--- src/rtl/quad_pkg.sv ---
// Shared types and step classification for the steering quadrature receiver.
package quad_pkg;

  typedef enum logic [1:0] {
    Q00 = 2'b00,
    Q01 = 2'b01,
    Q11 = 2'b11,
    Q10 = 2'b10
  } quad_t;

  typedef struct packed {
    logic legal;
    logic dir;
    logic moved;
  } quad_step_t;

  localparam logic [7:0] ERR_SAT = 8'hFF;

  // Gray state to its position in the CW cycle 00->01->11->10
  function automatic logic [1:0] quad_phase(input quad_t q);
    logic [1:0] b;
    b = q;
    return {b[1], b[1] ^ b[0]};
  endfunction

  function automatic quad_step_t quad_step(input quad_t prev, input quad_t next);
    logic [1:0] delta;
    quad_step_t r;
    delta   = quad_phase(next) - quad_phase(prev);
    r.moved = (delta != 2'd0);
    r.legal = (delta == 2'd1) || (delta == 2'd3);
    r.dir   = (delta == 2'd1);
    return r;
  endfunction

endpackage

--- src/rtl/steer_quad_decoder_if.sv ---
// Bus between the quadrature source / CPU side and the steering decoder.
interface steer_quad_decoder_if #(
  parameter int POS_W = 8
);
  logic             Quad_A_I;
  logic             Quad_B_I;
  logic             Clr_I;
  logic [POS_W-1:0] Pos_O;
  logic             Dir_O;
  logic             Step_O;
  logic             Flag_O;
  logic             Err_O;
  logic [7:0]       Err_Cnt_O;

  modport master (
    output Quad_A_I, Quad_B_I, Clr_I,
    input  Pos_O, Dir_O, Step_O, Flag_O, Err_O, Err_Cnt_O
  );

  modport slave (
    input  Quad_A_I, Quad_B_I, Clr_I,
    output Pos_O, Dir_O, Step_O, Flag_O, Err_O, Err_Cnt_O
  );
endinterface

--- src/rtl/quad_glitch_filter.sv ---
// Synchroniser plus joint A/B stability filter; commit_o pulses in the cycle
// filt_o takes a new accepted pair.
module quad_glitch_filter #(
  parameter int SYNC_STAGES = 2,
  parameter int FILT_CYCLES = 4
) (
  input  logic       Clk12,
  input  logic       Reset_n,
  input  logic       Quad_A_I,
  input  logic       Quad_B_I,
  output logic [1:0] filt_o,
  output logic       commit_o
);

  localparam int               CNT_W   = $clog2(FILT_CYCLES + 1);
  localparam logic [CNT_W-1:0] CNT_MAX = CNT_W'(FILT_CYCLES);
  localparam logic [CNT_W-1:0] CNT_HIT = CNT_W'(FILT_CYCLES - 1);

  logic [SYNC_STAGES-1:0] sync_a_q;
  logic [SYNC_STAGES-1:0] sync_b_q;
  logic [1:0]             s;
  logic [1:0]             cand_q, cand_d;
  logic [1:0]             filt_q, filt_d;
  logic [CNT_W-1:0]       cnt_q, cnt_d;
  logic                   commit_q, commit_d;

  assign s = {sync_a_q[SYNC_STAGES-1], sync_b_q[SYNC_STAGES-1]};

  // The count is judged on its post-edge value, so a pair seen on exactly
  // FILT_CYCLES consecutive samples is accepted on the last of them.
  always_comb begin
    cand_d = s;
    cnt_d  = cnt_q;
    if (s != cand_q) begin
      cnt_d = '0;
    end else if (cnt_q != CNT_MAX) begin
      cnt_d = cnt_q + 1'b1;
    end
    commit_d = (cnt_d == CNT_HIT) && (s != filt_q);
    filt_d   = commit_d ? s : filt_q;
  end

  always_ff @(posedge Clk12 or negedge Reset_n) begin
    if (!Reset_n) begin
      sync_a_q <= '0;
      sync_b_q <= '0;
      cand_q   <= '0;
      cnt_q    <= '0;
      filt_q   <= '0;
      commit_q <= 1'b0;
    end else begin
      sync_a_q <= {sync_a_q[SYNC_STAGES-2:0], Quad_A_I};
      sync_b_q <= {sync_b_q[SYNC_STAGES-2:0], Quad_B_I};
      cand_q   <= cand_d;
      cnt_q    <= cnt_d;
      filt_q   <= filt_d;
      commit_q <= commit_d;
    end
  end

  assign filt_o   = filt_q;
  assign commit_o = commit_q;

endmodule

--- src/rtl/steer_quad_decoder.sv ---
// Steering quadrature receiver: filters A/B, decodes Gray steps into a signed
// position count, and keeps the CPU-visible moved flag and error counter.
module steer_quad_decoder
  import quad_pkg::*;
#(
  parameter int SYNC_STAGES = 2,
  parameter int FILT_CYCLES = 4,
  parameter int POS_W       = 8,
  parameter int X4_MODE     = 1
) (
  input  logic               Clk12,
  input  logic               Reset_n,
  steer_quad_decoder_if.slave quad_io
);

  logic       [1:0] filt;
  logic             commit;
  quad_t            filt_state;
  quad_step_t       st;
  logic             counted;

  quad_t            last_q, last_d;
  logic             init_q, init_d;
  logic [POS_W-1:0] pos_q, pos_d;
  logic             dir_q, dir_d;
  logic             step_q, step_d;
  logic             flag_q, flag_d;
  logic             err_q, err_d;
  logic [7:0]       err_cnt_q, err_cnt_d;

  quad_glitch_filter #(
    .SYNC_STAGES(SYNC_STAGES),
    .FILT_CYCLES(FILT_CYCLES)
  ) u_filter (
    .Clk12   (Clk12),
    .Reset_n (Reset_n),
    .Quad_A_I(quad_io.Quad_A_I),
    .Quad_B_I(quad_io.Quad_B_I),
    .filt_o  (filt),
    .commit_o(commit)
  );

  assign filt_state = quad_t'(filt);

  always_comb begin
    last_d    = last_q;
    init_d    = init_q;
    pos_d     = pos_q;
    dir_d     = dir_q;
    step_d    = 1'b0;
    err_d     = 1'b0;
    err_cnt_d = err_cnt_q;
    flag_d    = flag_q & ~quad_io.Clr_I;
    counted   = 1'b0;
    st        = quad_step(last_q, filt_state);
    if (commit) begin
      // The first accepted pair after reset only establishes the reference.
      last_d = filt_state;
      init_d = 1'b1;
      if (init_q) begin
        if (st.moved && !st.legal) begin
          err_d = 1'b1;
          if (err_cnt_q != ERR_SAT) begin
            err_cnt_d = err_cnt_q + 8'd1;
          end
        end else if (st.legal) begin
          counted = (X4_MODE != 0) || (filt_state == Q00);
          if (counted) begin
            pos_d  = st.dir ? pos_q + POS_W'(1) : pos_q - POS_W'(1);
            dir_d  = st.dir;
            step_d = 1'b1;
            flag_d = 1'b1;
          end
        end
      end
    end
  end

  always_ff @(posedge Clk12 or negedge Reset_n) begin
    if (!Reset_n) begin
      last_q    <= Q00;
      init_q    <= 1'b0;
      pos_q     <= '0;
      dir_q     <= 1'b0;
      step_q    <= 1'b0;
      flag_q    <= 1'b0;
      err_q     <= 1'b0;
      err_cnt_q <= '0;
    end else begin
      last_q    <= last_d;
      init_q    <= init_d;
      pos_q     <= pos_d;
      dir_q     <= dir_d;
      step_q    <= step_d;
      flag_q    <= flag_d;
      err_q     <= err_d;
      err_cnt_q <= err_cnt_d;
    end
  end

  assign quad_io.Pos_O     = pos_q;
  assign quad_io.Dir_O     = dir_q;
  assign quad_io.Step_O    = step_q;
  assign quad_io.Flag_O    = flag_q;
  assign quad_io.Err_O     = err_q;
  assign quad_io.Err_Cnt_O = err_cnt_q;

endmodule

--- src/flat_wrapper.sv ---
// flat-port wrapper written by rule: the top's interface ports become plain ports
module steer_quad_decoder_flat import quad_pkg::*;
#(
  parameter int SYNC_STAGES = 2,
  parameter int FILT_CYCLES = 4,
  parameter int POS_W       = 8,
  parameter int X4_MODE     = 1
)
  (Clk12, Reset_n, quad_io_Quad_A_I, quad_io_Quad_B_I, quad_io_Clr_I, quad_io_Pos_O, quad_io_Dir_O, quad_io_Step_O, quad_io_Flag_O, quad_io_Err_O, quad_io_Err_Cnt_O);
  steer_quad_decoder_if #(.POS_W(POS_W)) quad_io_i ();
  input  logic Clk12;
  input  logic Reset_n;
  input wire logic [$bits(quad_io_i.Quad_A_I)-1:0] quad_io_Quad_A_I;
  input wire logic [$bits(quad_io_i.Quad_B_I)-1:0] quad_io_Quad_B_I;
  input wire logic [$bits(quad_io_i.Clr_I)-1:0] quad_io_Clr_I;
  output wire logic [$bits(quad_io_i.Pos_O)-1:0] quad_io_Pos_O;
  output wire logic [$bits(quad_io_i.Dir_O)-1:0] quad_io_Dir_O;
  output wire logic [$bits(quad_io_i.Step_O)-1:0] quad_io_Step_O;
  output wire logic [$bits(quad_io_i.Flag_O)-1:0] quad_io_Flag_O;
  output wire logic [$bits(quad_io_i.Err_O)-1:0] quad_io_Err_O;
  output wire logic [$bits(quad_io_i.Err_Cnt_O)-1:0] quad_io_Err_Cnt_O;
  assign quad_io_i.Quad_A_I = quad_io_Quad_A_I;
  assign quad_io_i.Quad_B_I = quad_io_Quad_B_I;
  assign quad_io_i.Clr_I = quad_io_Clr_I;
  assign quad_io_Pos_O = quad_io_i.Pos_O;
  assign quad_io_Dir_O = quad_io_i.Dir_O;
  assign quad_io_Step_O = quad_io_i.Step_O;
  assign quad_io_Flag_O = quad_io_i.Flag_O;
  assign quad_io_Err_O = quad_io_i.Err_O;
  assign quad_io_Err_Cnt_O = quad_io_i.Err_Cnt_O;
  steer_quad_decoder #(.SYNC_STAGES(SYNC_STAGES), .FILT_CYCLES(FILT_CYCLES), .POS_W(POS_W), .X4_MODE(X4_MODE)) u_core (.Clk12(Clk12), .Reset_n(Reset_n), .quad_io(quad_io_i));
endmodule
--- config.mk ---
export PLATFORM = sky130hd
export DESIGN_NAME = steer_quad_decoder_flat
export DESIGN_NICKNAME = d
export VERILOG_FILES = /design/src/rtl/quad_pkg.sv /design/src/rtl/steer_quad_decoder_if.sv /design/src/rtl/quad_glitch_filter.sv /design/src/rtl/steer_quad_decoder.sv /design/src/flat_wrapper.sv
export SDC_FILE = /design/constraint.sdc
export NUM_CORES = 1
export LEC_CHECK = 0
export ABC_AREA = 1
export BUFFER_PORTS_ARGS = -buffer_cell sky130_fd_sc_hd__buf_2
export CORE_MARGIN = 4
export CORE_UTILIZATION = 60
export CTS_CLUSTER_SIZE = 28
export DETAILED_ROUTE_END_ITERATION = 8
export PLACE_DENSITY = 0.87
export SYNTH_ARGS = -nofsm -noshare
export SYNTH_HDL_FRONTEND = slang
export SYNTH_SLANG_ARGS = --single-unit
export TNS_END_PERCENT = 100
--- constraint.sdc ---
create_clock -name Clk12 -period 5.52 [get_ports Clk12]
set_input_delay 0.828 -clock Clk12 [delete_from_list [all_inputs] [get_ports Clk12]]
set_output_delay 0.828 -clock Clk12 [all_outputs]
set_load 0.005 [all_outputs]
==> results.yml, run 1 <==
status:
  status: "complete, no violations"
grt:
  first_global_vias: 1491
  grt_max_degree: 36
  grt_pass1_wl_mm: 6.38
  antenna_found_initial: 0
  gr-total-overflow: 0
  grt_use_total: 0.203
synthesis:
  yosysSeqAreaShare: 0.468
  synthesis.area_sq_um: 1870
  synth_area_leaders: "dfrtp_1, nand2_1, ha_1"
  synthCells: 218
  yosysUniqueCellTypes: 27
  synth_edf_count: 0
  synth_largest_area_cell: "dfrtp_1"
  avgSynthCellArea_sq_um: 8.58
  synth_top_flop_cell: "dfrtp_1"
  yosysTopAreaCellShare: 0.468
  syn-num-nets: 234
  yosys_warnings: 0
  synthArstFlopShare: 1.00
  synth_seq_cells: 35
cells_and_area:
  antenna_cells: 0
  synthToLayoutAreaGrowth_pct: 12.0
  drive_gt1_frac: 0.177
  final_cells: 290
  nNetsFinal: 263
clocking:
  clkSinkCount: 35
  post_cts_buffers: 0
  cts.hold.buffers_added: 0
  cts_tree: "done"
  cts_buffers: 5
  cts_root_buf: "clkbuf_4"
  htreeDepth: 2
  cts_resized: 0
  clock_latency_ns: 0.35
  clockBufferDepth: 2
  path_clk_slew_ns: 0.11
floorplan:
  core_area_sq_um: 2880
  die_h_um: 63.8
  initial_core_util: 0.650
  die-area_sq_um: 4070
  fp.dieW_um: 63.8
  ios: 25
  num_rows: 19
critical_path:
  crit_path_max_fanout: 10
  path_depth: 16
  endpoint_kind: "register"
  r2r_start: "u_core.u_filter.filt_o[1]"
  r2r-end: "u_core.quad_io.Pos_O[5]"
  cp-endpoint: "u_core.quad_io.Pos_O[5]"
  cpMostUsedCell: "nand2_1"
  reg2regPathDepth: 16
  slowest_stage: "dfrtp_1"
  cp-start-kind: "register"
  worstPathRequired_ns: 5.77
  max_stage_delay_ns: 0.46
  critPathArrivalTime_ns: 2.86
  crit_buf_inv: 2
  crit_family: "simple AND/OR/NAND/NOR gates"
  path_cells: "xnor2_1, ha_1, inv_1, nand2_1, nand2_1, nand2_1, nand2_2, nand2_1, ha_1, inv_1, nand2_1, nand2_1, o21ai_0, a21oi_1, o21ai_1, nand2_1"
  critPathLaunch: "u_core.u_filter.filt_o[1]"
  r2r_slack_ns: 2.91
  path_class: "register to register"
detailed_routing:
  drc: 0
  wl_per_cell_um: 11.8
  num_vias: 1459
  detail_route.iter0.violations: 55
  vias_per_cell: 5.03
  drt-total-wl_mm: 3.41
  wl_met1_mm: 1.57
  met2WireLength_mm: 1.64
  ant_nets: 0
  dr.pass1.iters: 4
  top_layer: "met4"
  wl_met3_um: 149
power:
  switchingPower_w: 0.000303
  combPwrFrac: 0.398
  p_leak_nw: 1.21
  p_per_area_nw_per_um2: 364
  power_w: 0.000763
  p_seq_frac: 0.391
  p_int_w: 0.000459
  power_frac_clock: 0.210
  peakVddDrop_uv: 230
  switching_share: 0.397
timing:
  slew_headroom: 0.498
  clock_skew_ns: 0.0123
  final.setup.worst_slack_ns: 2.91
  tightest_slew_ns: 0.753
  fin_crit_sh: 0.473
  maxClockFrequency_mhz: 383
  finalHoldViolCount: 0
  min_period_ns: 2.61
  finalSetupViolCount: 0
  grt_setup_unrepaired: "no"
  setup_tns_ns: 0
  finalMaxSlewViolations: 0
flow_run:
  drv_cap: 0
placement:
  gp_congestion: 0.822
  place_ws_ns: 2.92
  dp_hpwl_mm: 2.49
  io_buffers: 24
  place_inst: 282
worst_hold_path:
  hold_class: "register to register"
==> registers in the layout, indices dropped and copies added (netlist names) <==
name	count
u_core.quad_io.Flag_O	1
u_core.quad_io.Pos_O	8
u_core.u_filter.filt_o	2
u_core.u_filter.cnt_q	3
u_core.init_q	1
u_core.quad_io.Step_O	1
u_core.u_filter.cand_q	2
u_core.u_filter.commit_o	1
u_core.last_q	2
u_core.u_filter.sync_b_q	2
u_core.quad_io.Err_Cnt_O	8
u_core.quad_io.Dir_O	1
u_core.quad_io.Err_O	1
u_core.u_filter.sync_a_q	2
==> kinds of logic (layout without fill, tap and decap cells) <==
family / Yosys count / in the layout / share of synthesized area
AOI/OAI and AO/OA: 18 / 18 / 0.0535
xor gates and xnor gates: 15 / 15 / 0.0702
adders and majority gates: 11 / 11 / 0.0776
buffers and inverters: 31 / 61 / 0.0682
DFF: 35 / 35 / 0.468
and+or+nand+nor: 108 / 108 / 0.262
==> cell usage in the layout, fill, tap and decap left out, types with 3 or more instances in the layout <==
cell type	count
ha_1	10
nand4_1	3
clkbuf_4	5
xnor2_1	8
nand2_1	65
o21ai_0	5
a21oi_1	5
inv_1	27
nor2_1	10
nand3_1	19
o21ai_1	4
buf_2	24
nor2_2	3
dfrtp_1	35
xor2_1	7
==> through the flow <==
stage | instance area [sq um] | hold WS [ns] | utilization
final | 2100 | 0.357 | 0.729
after detailed placement | 2030 | 0.336 | 0.705
after CTS | 2100 | 0.351 | 0.729
after global routing | 2100 | 0.355 | 0.729
after global placement | 2030 | 0.332 | 0.705
after floorplan | 1870 | 0.331 | -
==> metal layers <==
| layer | vias up | GRT usage |
|---|---|---|
| li1 | 748 | - |
| met1 | 670 | 0.262 |
| met2 | 36 | 0.315 |
| met3 | 5 | 0.0438 |
| met4 | 0 | 0.121 |
| met5 | - | 0 |
==> Yosys cell counts (4+ instances only) <==
cell type and n:
a21oi_1 5, dfrtp_1 35, ha_1 10, inv_1 27, nand2_1 65, nand3_1 19
nor2_1 10, o21ai_0 5, o21ai_1 4, xnor2_1 8, xor2_1 7
==> worst min path at each step <==
| stage | endpoint | slack, ns | cells after the start | from |
|---|---|---|---|---|
| global placement | u_core.u_filter.sync_a_q[1] | 0.33 | 0 | u_core.u_filter.sync_a_q[0] |
| floorplan | u_core.u_filter.sync_a_q[1] | 0.33 | 0 | u_core.u_filter.sync_a_q[0] |
| global route | u_core.u_filter.sync_b_q[1] | 0.36 | 0 | u_core.u_filter.sync_b_q[0] |
| detailed placement | u_core.u_filter.sync_b_q[1] | 0.34 | 0 | u_core.u_filter.sync_b_q[0] |
| CTS | u_core.u_filter.sync_b_q[1] | 0.35 | 0 | u_core.u_filter.sync_b_q[0] |
| finish | u_core.u_filter.sync_b_q[1] | 0.36 | 0 | u_core.u_filter.sync_b_q[0] |
==> power groups by stage <==
stage,Combinational (W),Sequential [W],Clock [W]
2_1_floorplan,0.000247,0.000297,0
3_3_place_gp,0.000288,0.000302,0
3_5_place_dp,0.000300,0.000304,0
4_1_cts,0.000304,0.000298,0.000163
5_1_grt,0.000354,0.000303,0.000176
6_report,0.000304,0.000298,0.000160
==> cell type report <==
cell class	instances	area, sq um
Tap cell	42	52.6
Clock buffer	8	68.8
Inverter	29	111
Fill cell	228	781
Multi-Input combinational cell	152	867
Sequential cell	35	876
Timing Repair Buffer	24	120
Power figures use the tool's default switching activity.
==> run 2, diff against run 1 <==
--- a/config.mk
+++ b/config.mk
@@ -5,13 +5,13 @@
 export SDC_FILE = /design/constraint.sdc
 export NUM_CORES = 1
 export LEC_CHECK = 0
-export ABC_AREA = 1
+export ABC_AREA = 0
 export BUFFER_PORTS_ARGS = -buffer_cell sky130_fd_sc_hd__buf_2
 export CORE_MARGIN = 4
-export CORE_UTILIZATION = 60
+export CORE_UTILIZATION = 50
 export CTS_CLUSTER_SIZE = 28
 export DETAILED_ROUTE_END_ITERATION = 8
-export PLACE_DENSITY = 0.87
+export PLACE_DENSITY = 0.78
 export SYNTH_ARGS = -nofsm -noshare
 export SYNTH_HDL_FRONTEND = slang
 export SYNTH_SLANG_ARGS = --single-unit
==> constraint.sdc (replaced) <==
create_clock -name Clk12 -period 2.09 [get_ports Clk12]
set_input_delay 0.3135 -clock Clk12 [delete_from_list [all_inputs] [get_ports Clk12]]
set_output_delay 0.3135 -clock Clk12 [all_outputs]
set_load 0.005 [all_outputs]
==> run 2 against run 1 <==
Effect of this change:
- die area rose by 7.1%
- the flow now finishes with violations (setup timing)
- critical path depth down 6
- core utilization is 2.9 points lower
==> results.yml, run 2 <==
detailed_routing:
  ant_nets: 0
  detail_route.iter0.violations: 77
  drc: 0
  top_layer: "met4"
  met2WireLength_mm: 1.75
  wl_met1_mm: 1.48
  wl_met3_um: 176
  drt-total-wl_mm: 3.51
  dr.pass1.iters: 4
  vias_per_cell: 5.25
  num_vias: 1260
  wl_per_cell_um: 14.6
critical_path:
  cp-start-kind: "register"
  critPathArrivalTime_ns: 2.77
  crit_path_max_fanout: 8
  worstPathRequired_ns: 2.37
  path_class: "register to register"
  endpoint_kind: "register"
  r2r-end: "u_core.quad_io.Pos_O[6]"
  r2r_start: "u_core.last_q[0]"
  critPathLaunch: "u_core.last_q[0]"
  r2r_slack_ns: -0.41
  reg2regPathDepth: 10
timing:
  clock_skew_ns: 0.0137
  fin_crit_sh: 1.19
  finalHoldViolCount: 0
  finalSetupViolCount: 5
  min_period_ns: 2.50
  finalMaxSlewViolations: 0
  final.setup.worst_slack_ns: -0.405
  grt_setup_unrepaired: "yes"
  slew_headroom: 0.522
  maxClockFrequency_mhz: 401
  holdWs_ns: 0.0184
  tightest_slew_ns: 0.718
grt:
  antenna_found_initial: 0
  grt_use_total: 0.174
  first_global_vias: 1260
  grt_max_degree: 36
  grt_pass1_wl_mm: 5.72
  gr-total-overflow: 0
synthesis:
  syn-num-nets: 160
  synth_top_flop_cell: "dfrtp_1"
  synthesis.area_sq_um: 1690
  yosys_warnings: 0
  synth_largest_area_cell: "dfrtp_1"
  synth_seq_cells: 35
  yosysSeqAreaShare: 0.520
  yosysUniqueCellTypes: 34
  synth_edf_count: 0
  synth.most_common_cell: "dfrtp_1"
  synthArstFlopShare: 1.00
  yosysTopAreaCellShare: 0.520
  synth_commonest_cells: "dfrtp_1, nand2_1, ha_1, xnor2_1, xor2_1"
  avgSynthCellArea_sq_um: 11.7
  synthCells: 144
  synth_area_leaders: "dfrtp_1, ha_1, xnor2_1"
cells_and_area:
  nNetsFinal: 211
  synthToLayoutAreaGrowth_pct: 29.8
  final_common_cell: "dfrtp_1"
  final_cell_mix: "dfrtp_1, buf_2, buf_4"
  drive_gt1_frac: 0.413
  antenna_cells: 0
  final_cells: 240
placement:
  place_inst: 228
  io_buffers: 24
  dp_hpwl_mm: 2.45
  gp_congestion: 0.847
clocking:
  cts_tree: "done"
  cts.hold.buffers_added: 0
  clock_latency_ns: 0.33
  clkSinkCount: 35
  htreeDepth: 2
  cts_buffers: 5
  clockBufferDepth: 2
  cts_root_buf: "clkbuf_4"
  path_clk_slew_ns: 0.11
floorplan:
  die_h_um: 66.1
  fp.dieW_um: 66.1
  num_rows: 20
  die-area_sq_um: 4360
  core_area_sq_um: 3130
  ios: 25
  initial_core_util: 0.539
status:
  status: "finished with violations"
  violations: "setup timing"
flow_run:
  drv_cap: 0
worst_hold_path:
  hold_class: "primary input to asynchronous set/reset pin"
run 2: routing by layer:
metal  up-vias  track usage
met5         -            0
met4         0       0.0660
met3        11       0.0357
met2        41        0.293
met1       611        0.219
li1        597            -
run 2: how the worst max path moves through the flow:
stage                     cells past startpoint                      end  slack, ns
after floorplan                              10  u_core.quad_io.Pos_O[6]      -0.22
after global placement                       10  u_core.quad_io.Pos_O[7]      -0.21
after detailed placement                     10  u_core.quad_io.Pos_O[7]      -0.30
after CTS                                    10  u_core.quad_io.Pos_O[7]      -0.31
after global routing                         10  u_core.quad_io.Pos_O[6]      -0.52
final                                        10  u_core.quad_io.Pos_O[6]      -0.41
run 2: cells by family (layout without fill, tap and decap cells):
family,count (synthesis),after routing,synth area share
adder cells (fa/ha/maj),11,11,0.0861
AO/OA/AOI/OAI,18,18,0.0705
multiplexers,6,6,0.0393
buffers and inverters,8,60,0.0178
flip-flops,35,35,0.520
AND/OR/NAND/NOR,45,45,0.148
XOR/XNOR,21,21,0.118
run 2: cell type report:
type	count	area, sq um
Sequential cell	35	876
Timing Repair Buffer	45	278
Clock inverter	2	12.5
Inverter	7	26.3
Fill cell	229	940
Clock buffer	6	41.3
Multi-Input combinational cell	101	900
Tap cell	44	55.1
run 2: metrics by stage:
stage	worst slack, ns	util	instance area [sq um]	TNS, ns
6_report	-0.405	0.700	2190	-1.68
5_1_grt	-0.520	0.700	2190	-2.73
4_1_cts	-0.313	0.682	2130	-1.14
3_5_place_dp	-0.295	0.646	2020	-1.10
3_3_place_gp	-0.209	0.646	2020	-0.712
2_1_floorplan	-0.223	-	1720	-0.583
run 2: critical path, cell delays in order (launching register included):
cell and delay, ns:
dfrtp_1 0.42, xor2_1 0.20, ha_2 0.20, xnor3_2 0.28, nand2b_4 0.19, fa_2 0.26, a21o_1 0.12, a21o_1 0.14
a21oi_2 0.07, or4b_4 0.48, nand3_2 0.07
run 2: timing repair:
action / in CTS / in global routing
endpoints found under the setup margin: 5 / 6
pin swaps: 9 / 9
gates resized for setup: 7 / 7
setup buffers: 2 / 2
endpoints found under the hold margin: 0 / 0
Power of run 2 is left out: the tool's default activity adds up to more than one toggle a clock period on the data nets, which glitch-free logic cannot reach.
